<file path="src/rtl/stdp_lif_core.sv">
// rtl/stdp_lif_core.sv - N_PRE-input LIF neuron with saturating pair-based STDP weights.
// Optional WEIGHT_LOAD_EN adds a direct weight write port (w_load/w_addr/w_data).
module stdp_lif_core #(
    parameter int N_PRE      = 4,
    parameter int W_WIDTH    = 8,
    parameter int V_WIDTH    = 8,
    parameter int THRESHOLD  = 100,
    parameter int LEAK_SHIFT = 3,
    parameter int REFRACT    = 2,
    parameter int WINDOW     = 8,
    parameter int A_PLUS     = 16,
    parameter int A_MINUS    = 16,
    parameter int W_INIT     = 40,
    localparam int AW        = (N_PRE > 1) ? $clog2(N_PRE) : 1
) (
    input  logic                       clk,
    input  logic                       rst,
    input  logic                       en,
    input  logic                       learn_en,
    input  logic [N_PRE-1:0]           pre_spike,
`ifdef WEIGHT_LOAD_EN
    input  logic                       w_load,
    input  logic [AW-1:0]              w_addr,
    input  logic [W_WIDTH-1:0]         w_data,
`endif
    output logic                       post_spike,
    output logic [V_WIDTH-1:0]         post_state,
    output logic [N_PRE*W_WIDTH-1:0]   weights
);
    localparam int SYN_W  = W_WIDTH + $clog2(N_PRE) + 1;
    localparam int CALC_W = ((SYN_W > V_WIDTH) ? SYN_W : V_WIDTH) + 1;
    localparam int AGE_W  = $clog2(WINDOW + 1);
    localparam int RF_W   = (REFRACT > 0) ? $clog2(REFRACT + 1) : 1;

    localparam logic [CALC_W-1:0] THR_C  = CALC_W'(THRESHOLD);
    localparam logic [CALC_W-1:0] VMAX_C = CALC_W'((2 ** V_WIDTH) - 1);
    localparam logic [AGE_W-1:0]  WIN_C  = AGE_W'(WINDOW);
    localparam logic [31:0]       WMAX32 = 32'((2 ** W_WIDTH) - 1);

    logic [V_WIDTH-1:0] v_q, v_d;
    logic [RF_W-1:0]    refr_q, refr_d;
    logic               spike_q, spike_d;
    logic [AGE_W-1:0]   post_age_q, post_age_d;
    logic [AGE_W-1:0]   pre_age_q [N_PRE];
    logic [AGE_W-1:0]   pre_age_d [N_PRE];
    logic [W_WIDTH-1:0] w_q [N_PRE];
    logic [W_WIDTH-1:0] w_d [N_PRE];

    logic [SYN_W-1:0]   syn;
    logic [CALC_W-1:0]  vn_raw, vn_sat;
    logic               fire;
    logic [AGE_W-1:0]   d;
    logic [31:0]        amt, acc;

    always_comb begin
        syn = '0;
        for (int i = 0; i < N_PRE; i++) begin
            if (pre_spike[i]) syn = syn + SYN_W'(w_q[i]);
        end
        vn_raw = CALC_W'(v_q) - CALC_W'(v_q >> LEAK_SHIFT) + CALC_W'(syn);
        vn_sat = (vn_raw > VMAX_C) ? VMAX_C : vn_raw;
        fire   = en && (refr_q == '0) && (vn_sat >= THR_C);

        v_d        = v_q;
        refr_d     = refr_q;
        spike_d    = 1'b0;
        post_age_d = post_age_q;
        for (int i = 0; i < N_PRE; i++) begin
            pre_age_d[i] = pre_age_q[i];
            w_d[i]       = w_q[i];
        end
        d   = '0;
        amt = '0;
        acc = '0;

        if (en) begin
            if (refr_q != '0) begin
                v_d    = '0;
                refr_d = refr_q - RF_W'(1);
            end else if (fire) begin
                v_d     = '0;
                refr_d  = RF_W'(REFRACT);
                spike_d = 1'b1;
            end else begin
                v_d = vn_sat[V_WIDTH-1:0];
            end
            post_age_d = fire ? AGE_W'(1)
                       : (post_age_q == WIN_C) ? WIN_C : post_age_q + AGE_W'(1);
            for (int i = 0; i < N_PRE; i++) begin
                pre_age_d[i] = pre_spike[i] ? AGE_W'(1)
                             : (pre_age_q[i] == WIN_C) ? WIN_C : pre_age_q[i] + AGE_W'(1);
                // A coincident pre spike counts as zero-age LTP and suppresses LTD.
                if (learn_en && fire) begin
                    d = pre_spike[i] ? '0 : pre_age_q[i];
                    if (d < WIN_C) begin
                        amt = 32'(A_PLUS) >> d;
                        acc = 32'(w_q[i]) + amt;
                        w_d[i] = (acc > WMAX32) ? W_WIDTH'(WMAX32) : W_WIDTH'(acc);
                    end
                end else if (learn_en && pre_spike[i] && (post_age_q < WIN_C)) begin
                    amt = 32'(A_MINUS) >> post_age_q;
                    w_d[i] = (amt > 32'(w_q[i])) ? '0 : W_WIDTH'(32'(w_q[i]) - amt);
                end
            end
        end
`ifdef WEIGHT_LOAD_EN
        for (int i = 0; i < N_PRE; i++) begin
            if (w_load && (32'(w_addr) == 32'(i))) w_d[i] = w_data;
        end
`endif
    end

    always_ff @(posedge clk) begin
        if (rst) begin
            v_q        <= '0;
            refr_q     <= '0;
            spike_q    <= 1'b0;
            post_age_q <= WIN_C;
            for (int i = 0; i < N_PRE; i++) begin
                pre_age_q[i] <= WIN_C;
                w_q[i]       <= W_WIDTH'(W_INIT);
            end
        end else begin
            v_q        <= v_d;
            refr_q     <= refr_d;
            spike_q    <= spike_d;
            post_age_q <= post_age_d;
            for (int i = 0; i < N_PRE; i++) begin
                pre_age_q[i] <= pre_age_d[i];
                w_q[i]       <= w_d[i];
            end
        end
    end

    always_comb begin
        for (int i = 0; i < N_PRE; i++) weights[i*W_WIDTH +: W_WIDTH] = w_q[i];
    end

    assign post_spike = spike_q;
    assign post_state = v_q;
endmodule

</file>
<file path="config.mk">
export PLATFORM = sky130hd
export DESIGN_NAME = stdp_lif_core
export DESIGN_NICKNAME = d
export VERILOG_FILES = /design/src/rtl/stdp_lif_core.sv
export SDC_FILE = /design/constraint.sdc
export NUM_CORES = 1
export LEC_CHECK = 0
export CAP_MARGIN = 5
export CORE_ASPECT_RATIO = 1.1
export CORE_MARGIN = 8
export CORE_UTILIZATION = 62
export CTS_CLUSTER_DIAMETER = 30
export DETAILED_ROUTE_END_ITERATION = 12
export PLACE_DENSITY = 0.79
export SYNTH_ARGS = -nofsm -noshare
export SYNTH_HDL_FRONTEND = slang
export SYNTH_SLANG_ARGS = --single-unit
</file>
<file path="constraint.sdc">
create_clock -name clk -period 7.9 [get_ports clk]
set_input_delay 0.79 -clock clk [delete_from_list [all_inputs] [get_ports clk]]
set_output_delay 0.79 -clock clk [all_outputs]
set_load 0.05 [all_outputs]
</file>
==> results of run 1 <==
[logic make-up after synthesis]
logic type      synth area share (%)
flops                          15.85
mux                            2.673
simple gates                   18.44
compound gates                 26.73
buf+inv                        8.803
fa+ha+maj                      21.47
xor+xnor                       6.037
[worst paths after layout]
check,start,to,depth (start not counted)
max,pre_spike[0],w_q[0][7]$_SDFFE_PP0P_,32
min,post_state[0]$_SDFFE_PP0P_,post_state[0]$_SDFFE_PP0P_,2
max reg2reg,w_q[0][1]$_SDFFE_PP0P_,w_q[0][7]$_SDFFE_PP0P_,30
min reg2reg,post_state[0]$_SDFFE_PP0P_,post_state[0]$_SDFFE_PP0P_,2
[power by group through the flow]
stage	Clock, mW	Sequential (mW)	Combinational [mW]
4_1_cts	0.444	0.560	2.74
6_report	0.440	0.562	2.82
2_1_floorplan	0	0.712	1.91
5_1_grt	0.456	0.576	3.08
3_5_place_dp	0	0.565	2.72
3_3_place_gp	0	0.567	2.68
[per-stage QoR]
step                      power [mW]  utilization, %
final                          3.826           70.71
after global routing           4.116           70.71
after CTS                      3.747           70.07
after detailed placement       3.287           67.45
after global placement         3.252           67.45
after floorplan                2.626               -
[routing by layer]
metal / track usage (%) / part of all wire, %
met1: 32.00 / 43
met2: 42.69 / 48
met3: 4.342 / 6.5
met4: 10.32 / 2.5
met5: 0 / 0
[layout by cell type, fill, tap and decap left out, types with 9 or more instances in the layout]
master             n
ha_1             114
inv_1             98
nor2_1            81
nand2_1           73
dfxtp_1           63
a21oi_1           59
clkdlybuf4s50_1   46
o21ai_0           40
a21o_1            33
nor3_1            32
a211oi_1          31
xnor2_1           31
nand3_1           24
o21a_1            22
xor2_1            22
buf_4             22
o21bai_1          19
nor2b_1           14
fa_1              13
and3_1            12
a311oi_1          12
o31ai_1           11
mux2_2            10
nand2b_1          10
or3_1              9
mux2i_1            9
clkbuf_16          9
[registers in the layout, summed over array words and instances, names as in the netlist]
signal,flops
post_state,8
w_q,32
post_age_q,4
post_spike,1
pre_age_q,16
refr_q,2
[cell type report]
| type | count | share of cell area, % |
|---|---|---|
| tap | 157 | 2.207 |
| clock buffer | 14 | 3.303 |
| clock inverter | 2 | 0.3935 |
| sequential | 63 | 14.17 |
| inverter | 99 | 4.174 |
| timing repair buffer | 74 | 7.857 |
| multi-input combinational | 801 | 67.90 |
[tightest hold or removal path, delay by kind of cell (launching register included)]
kind,cells,cell delay (ns)
DFF,1,0.32
and+or+nand+nor,2,0.10
[repair_timing]
| item | in CTS | in global routing |
|---|---|---|
| hold endpoints to repair | 0 | 0 |
| gates resized for setup | 0 | 17 |
| endpoints found under the setup margin | 0 | 43 |
| hold buffers | 0 | 0 |
| setup buffers | 0 | 3 |
==> impl_metrics.csv, run 1 <==
group,metric,value,unit
status,outcome,"finished, final reports clean",
global_route,track_usage,25.67,%
die,placementRows,43,
layout,fill_cells,1050,
layout,fin_area,8902,sq um
power,pwr_density_cell,429.7,nW/um^2
sta,slew_viol_final,0,
global_route,grt_pass1_wl,34570,um
sta,timing.final.ws_setup,0.6099,ns
die,die_h,134.8,um
synth,yosysSeqAreaShare,15.85,%
layout,drive_gt1_share,7.977,%
sta,fin_crit_sh,92.28,%
synth,ys_async_sr_fraction,0,%
worst_setup_path,worstSetupEndpointType,"register",
global_route,grt_max_degree,52,
synth,syn_inst,1005,
sta,hold_ws,0.4596,ns
worst_setup_path,required,8.14,ns
layout,synthToLayoutAreaGrowth,11.85,%
synth,ys.flop_type,"dfxtp_1",
placement,placed_cells,1190,
clocking,numCtsBuffers,9,
routing,dr.pass1.iters,5,
power,p_clk_share,11.5,%
die,initial_core_util,63.22,%
clocking,clk_pin_slew_worst_paths,0.06,ns
clocking,clock_sinks,63,
power,p_switching,1.969,mW
power,vdd_drop_max,0.4924,mV
global_route,grt-ovfl-total,0,
placement,pre_cts_ws,-0.1489,ns
power,comb_power_share,73.8,%
synth,syn_area_per_cell,7.919,sq um
sta,fmax,137.2,MHz
placement,gp_congestion,0.9231,
routing,routed-via-count,7565,
sta,setup_viol,0,
clocking,htreeDepth,3,
synth,ys_warn_count,0,
worst_setup_path,path_delay_family,"compound AO/OA/AOI/OAI gates",
sta,worstMarginPinSlew,0.8006,ns
clocking,clock_latency,0.35,ns
routing,route.detailed.drc,0,
power,pwr-share-seq,14.7,%
worst_setup_path,start_kind,"input pin",
sta,finClkSkew,0.005670,ns
sta,relSlewSlack,46.46,%
die,core,12590,sq um
power,p_leak,3.890,nW
synth,netlist.top_cell.by_area,"ha_1",
sta,period_needed,7.290,ns
power,internal_power,1.857,mW
worst_setup_path,worst-r2r-setup-slack,0.70,ns
clocking,cts_tree,"done",
placement,place_area,8492,sq um
routing,vias_per_cell,6.252,
synth,post-synth-top-count-cell,"ha_1",
worst_setup_path,crit_buf_inv,6,
layout,multiInputGateArea,6045,sq um
sta,hold_viol,0,
die,ioPinCount,49,
global_route,antenna_found_initial,0,
synth,syn_nets,1141,
synth,synth_area_leaders,"ha_1 18%, dfxtp_1 16%, inv_1 4.6%",
worst_setup_path,critPathArrivalTime,7.53,ns
synth,synth_common_cells,"115 x ha_1, 98 x inv_1, 81 x nor2_1",
min_path,hold_path.class,"register to register",
layout,regArea,1261,sq um
die,fp.dieW,124.0,um
sta,tns,0,ns
synth,synth_edf_count,0,
layout,fin_cells,1210,
placement,port_buffers,48,
global_route,grt_pass1_vias,7131,
synth,yosysUniqueCellTypes,77,
worst_setup_path,slowest_stage,"fa_1",
routing,wl,21100,um
routing,drt_iter0_drc,523,
layout,antenna_cells,0,
clocking,clockBufferDepth,2,
run,maxCapViolations,0,
clocking,cts_root_buffer,"clkbuf_16",
sta,rsz0062_at_grt,"no",
layout,layout.nets,1184,
routing,drt-wirelength-per-cell,17.44,um
power,p_sw_share,51.47,%
die,die_area,16720,sq um
synth,ys_ff_latch,63,
placement,dp_hpwl,15660,um
routing,antenna_left,0,
synth,syn_area,7959,sq um
synth,synth_top_area_share,18.08,%
worst_setup_path,slowest_delay,0.53,ns
worst_setup_path,cp_max_fo,14,
worst_setup_path,critPathKind,"input pin to register",
No activity file was read; power rests on OpenSTA's default activity.
==> inputs of run 2 (changes only) <==
- GPL_TIMING_DRIVEN: default -> 1
- REMOVE_ABC_BUFFERS: default -> 1
- SKIP_LAST_GASP: default -> 1
==> run 2 against run 1 <==
Net effect: maximum frequency decreased by 3.7%; first-iteration DRC count increased by 28%; critical path depth decreased by 1; wire length increased by 3.4%; non-clock buffer count increased by 12; final area increased by 1.3%; critical path type unchanged; largest cell class unchanged.
==> impl_metrics.csv, run 2 (synthesized netlist as in run 1, its figures left out) <==
group,metric,value,unit
status,outcome,"finished, final reports clean",
layout,antenna_cells,0,
routing,routed-via-count,7633,
sta,tns,0,ns
power,finalPower,4.006,mW
clocking,cts_root_buffer,"clkbuf_16",
clocking,cts-hold-fix-buffers,0,
global_route,grt_pass1_wl,35080,um
worst_setup_path,required,8.19,ns
worst_setup_path,start_kind,"input pin",
power,p_leak,3.947,nW
placement,dp_hpwl,15840,um
global_route,antenna_found_initial,0,
min_path,hold_path.class,"register to register",
clocking,cts_tree,"done",
worst_setup_path,timing.rr.start,"w_q[0][1]$_SDFFE_PP0P_",
layout,final_util,71.66,%
layout,final_common_cell,"ha_1",
die,die_h,134.8,um
sta,fmax,132.2,MHz
layout,fill_cells,1042,
sta,fin_crit_sh,95.78,%
sta,relSlewSlack,51.73,%
worst_setup_path,path_delay_family,"compound AO/OA/AOI/OAI gates",
layout,synthToLayoutAreaGrowth,13.35,%
layout,top_register,"w_q",
power,vdd_drop_max,0.3921,mV
routing,route.detailed.drc,0,
die,initial_core_util,63.22,%
placement,gp_congestion,0.9201,
placement,placed_cells,1195,
placement,place_area,8504,sq um
sta,setup_viol,0,
clocking,clockBufferDepth,2,
worst_setup_path,worstSetupEndpointType,"register",
die,core,12590,sq um
sta,timing.final.ws_setup,0.3337,ns
layout,largest_reg_flops,32,
routing,drt_iter0_drc,670,
global_route,grt_pass1_vias,7143,
worst_setup_path,slowest_delay,0.54,ns
sta,period_needed,7.566,ns
clocking,clock_sinks,63,
clocking,clk_pin_slew_worst_paths,0.06,ns
clocking,htreeDepth,3,
die,ioPinCount,49,
layout,fin_area,9021,sq um
worst_setup_path,critPathKind,"input pin to register",
sta,hold_ws,0.4695,ns
worst_setup_path,crit_path_start,"pre_spike[0]",
layout,fin_cells,1221,
worst_setup_path,slowest_stage,"clkdlybuf4s50_1",
worst_setup_path,critPathArrivalTime,7.85,ns
sta,hold_viol,0,
layout,layout_common_cells,"115 x ha_1, 98 x inv_1, 80 x nor2_1",
routing,antenna_left,0,
clocking,clock_latency,0.35,ns
global_route,grt_max_degree,52,
global_route,track_usage,25.98,%
placement,port_buffers,48,
routing,drt-wirelength-per-cell,17.87,um
worst_setup_path,cp_max_fo,7,
clocking,numCtsBuffers,9,
run,maxCapViolations,0,
layout,drive_gt1_share,8.647,%
die,placementRows,43,
min_path,worstHoldStart,"post_state[0]$_SDFFE_PP0P_",
worst_setup_path,crit_buf_inv,4,
die,fp.dieW,124.0,um
die,die_area,16720,sq um
routing,vias_per_cell,6.251,
routing,wl,21820,um
sta,slew_viol_final,0,
sta,finClkSkew,0.01035,ns
power,pwr_density_cell,444.1,nW/um^2
placement,pre_cts_ws,-0.1446,ns
routing,dr.pass1.iters,8,
sta,worstMarginPinSlew,0.7179,ns
global_route,grt-ovfl-total,0,
layout,layout.nets,1196,
[run 2: changes by cell type in the layout (fill, tap and decap cells not counted), sizes merged]
cell           previous run  this run
clkdlybuf4s50            46        47
buf                      27        37
dlymetal6s2s              1         0
clkinvlp                  0         1
clkinv                    2         1
bufinv                    1         2
[run 2: path summary, 6_finish.rpt]
path	endpoint	slack [ns]	cells after the start
min reg2reg	post_state[0]$_SDFFE_PP0P_	0.47	2
max reg2reg	w_q[0][28]$_SDFFE_PP0P_	0.76	30
max	w_q[0][28]$_SDFFE_PP0P_	0.33	31
min	post_state[0]$_SDFFE_PP0P_	0.47	2
[run 2: area by class of cell]
cell class | instances | area [sq um] | area share (%)
timing repair buffer | 86 | 828.3 | 9.182
clock buffer | 12 | 246.5 | 2.732
sequential | 63 | 1261 | 13.98
inverter | 99 | 371.6 | 4.119
multi-input combinational | 801 | 6050 | 67.06
tap | 157 | 196.4 | 2.178
clock inverter | 3 | 67.56 | 0.7490
[run 2: layer usage]
layer / share of wire [%] / vias up / GRT usage (%)
li1: - / 3722 / -
met1: 43 / 3585 / 31.86
met2: 47 / 269 / 43.70
met3: 6.3 / 57 / 3.883
met4: 3.2 / 0 / 11.52
met5: 0 / - / 0
[run 2: where the power goes]
group          switching, mW  internal (mW)
clock                  0.159          0.284
sequential             0.168          0.397
combinational           1.72           1.28
[run 2: worst register-to-register path: cells and delay by family (launching register included)]
family          cells  cell delay (ns)
compound gates     14             3.10
xor+xnor            3             0.44
fa+ha+maj           5             1.57
buf+inv             3             0.38
flops               1             0.54
mux                 1             0.29
simple gates        4             0.75
[run 2: timing repair]
item	4_1_cts	5_1_grt
buffers inserted	0	9
resized for setup	0	18
endpoints found under the setup margin	0	34
==> inputs of run 3 (changes only) <==
==> constraint.sdc (replaced) <==
create_clock -name clk -period 7.9 [get_ports clk]
set_input_delay 1.58 -clock clk [delete_from_list [all_inputs] [get_ports clk]]
set_output_delay 1.58 -clock clk [all_outputs]
set_load 0.05 [all_outputs]
==> run 3 against run 2 <==
Net effect: largest power group unchanged; global-route usage increased by 1.8 points; core utilization increased by 6.8 points; critical path type unchanged; sequential power increased by 2%.
==> impl_metrics.csv, run 3 (synthesized netlist as in run 1, its figures left out) <==
group,metric,value,unit
status,outcome,"finished, final reports clean",
clocking,cts-hold-fix-buffers,0,
worst_setup_path,worstSetupEndpointType,"register",
worst_setup_path,start_kind,"input pin",
layout,synthToLayoutAreaGrowth,24.04,%
die,die_h,134.8,um
global_route,grt_max_degree,52,
layout,final_util,78.41,%
clocking,clock_latency,0.35,ns
clocking,numCtsBuffers,9,
worst_setup_path,critPathKind,"input pin to register",
sta,setup_viol,0,
clocking,clock_sinks,63,
die,ioPinCount,49,
routing,wl,24180,um
routing,route.detailed.drc,0,
layout,largest_reg_flops,32,
layout,top_register,"w_q",
placement,place_area,9042,sq um
clocking,clk_pin_slew_worst_paths,0.06,ns
worst_setup_path,slowest_delay,0.52,ns
layout,fill_cells,879,
layout,final_common_cell,"buf_4",
clocking,cts_tree,"done",
die,core,12590,sq um
worst_setup_path,cp_common_cell,"inv_1",
die,placementRows,43,
global_route,track_usage,27.78,%
layout,drive_gt1_share,18.25,%
sta,fmax,129.2,MHz
worst_setup_path,critPathArrivalTime,8.01,ns
layout,fin_area,9872,sq um
clocking,clockBufferDepth,2,
routing,drt-wirelength-per-cell,18.64,um
routing,antenna_left,0,
routing,drt_iter0_drc,611,
worst_setup_path,slowest_stage,"fa_1",
routing,dr.pass1.iters,5,
power,pwr_density_cell,471.2,nW/um^2
routing,routed-via-count,8076,
sta,worstMarginPinSlew,0.7523,ns
routing,vias_per_cell,6.227,
placement,port_buffers,48,
global_route,grt_pass1_vias,7712,
placement,gp_congestion,0.9058,
worst_setup_path,required,8.17,ns
layout,layout_common_cells,"106 x buf_4, 105 x ha_1, 97 x inv_1",
run,maxCapViolations,0,
sta,relSlewSlack,49.69,%
sta,slew_viol_final,0,
layout,layout.nets,1271,
power,vdd_drop_max,0.4417,mV
sta,fin_crit_sh,97.99,%
sta,finClkSkew,0.008000,ns
global_route,grt-ovfl-total,0,
sta,period_needed,7.741,ns
worst_setup_path,cp_max_fo,7,
global_route,antenna_found_initial,0,
sta,hold_viol,0,
die,fp.dieW,124.0,um
power,p_leak,4.337,nW
global_route,grt_pass1_wl,37280,um
sta,rsz0062_at_grt,"yes",
clocking,cts_root_buffer,"clkbuf_16",
min_path,hold_path.class,"register to register",
die,die_area,16720,sq um
placement,dp_hpwl,16750,um
layout,antenna_cells,0,
die,initial_core_util,63.22,%
clocking,htreeDepth,3,
-- run 3: cell types whose count changed in the layout (fill, tap and decap cells not counted), sizes merged --
cell           delta
clkinvlp          +1
clkinv            +1
bufinv            -1
buf              +76
clkdlybuf4s50     -1
-- run 3: cell type report --
cell class / count / area (sq um) / share of cell area [%]
Timing Repair Buffer: 161 / 1393 / 14.11
Tap cell: 157 / 196.4 / 1.990
Sequential cell: 63 / 1261 / 12.78
Clock inverter: 4 / 53.80 / 0.5450
Multi-Input combinational cell: 801 / 6340 / 64.22
Clock buffer: 12 / 256.5 / 2.598
Inverter: 99 / 371.6 / 3.764
-- run 3: where the power goes --
part	internal, mW	switching, mW	total, mW
registers	0.397	0.181	0.577
clock network	0.262	0.159	0.421
logic	1.73	1.92	3.65
-- run 3: per-layer routing --
layer	wire length, um	up-vias	global-route usage [%]
met4	1055	0	15.88
met1	10040	3809	33.45
li1	-	3868	-
met3	1387	80	3.758
met5	0	-	0
met2	11700	319	46.13
-- run 3: critical path: cells and delay by family --
kind	cells	cell delay, ns
AOI/OAI and AO/OA	14	2.42
xor gates and xnor gates	1	0.16
adders and majority gates	5	1.64
buffers and inverters	7	0.86
muxes	2	0.44
and+or+nand+nor	5	0.89
-- run 3: per-stage QoR --
stage                     total power [mW]  worst slack, ns  hold WS [ns]  setup TNS (ns)  std cells
after floorplan                      2.537           -1.064        0.4634          -28.59        963
after global placement               3.679          -0.6300        0.4470          -21.04       1265
after detailed placement             3.750          -0.8064        0.4509          -28.60       1265
after CTS                            4.296          0.01111        0.4601               0       1284
after global routing                 4.948         -0.09287        0.4750          -1.260       1297
final                                4.651           0.1587        0.4572               0       1297
-- run 3: final timing paths --
kind,start,endpoint,slack (ns),depth (start not counted)
max,pre_spike[0],w_q[0][13]$_SDFFE_PP1P_,0.16,34
min reg2reg,post_state[0]$_SDFFE_PP0P_,post_state[0]$_SDFFE_PP0P_,0.46,2
max reg2reg,w_q[0][1]$_SDFFE_PP0P_,w_q[0][13]$_SDFFE_PP1P_,1.05,31
min,post_state[0]$_SDFFE_PP0P_,post_state[0]$_SDFFE_PP0P_,0.46,2
-- run 3: repair_timing --
| action | in CTS | in global routing |
|---|---|---|
| setup endpoints to repair | 43 | 43 |
| pin swaps | 9 | 17 |
| gates resized for setup | 23 | 52 |
| setup buffers | 2 | 12 |
| cloned | 1 | 1 |
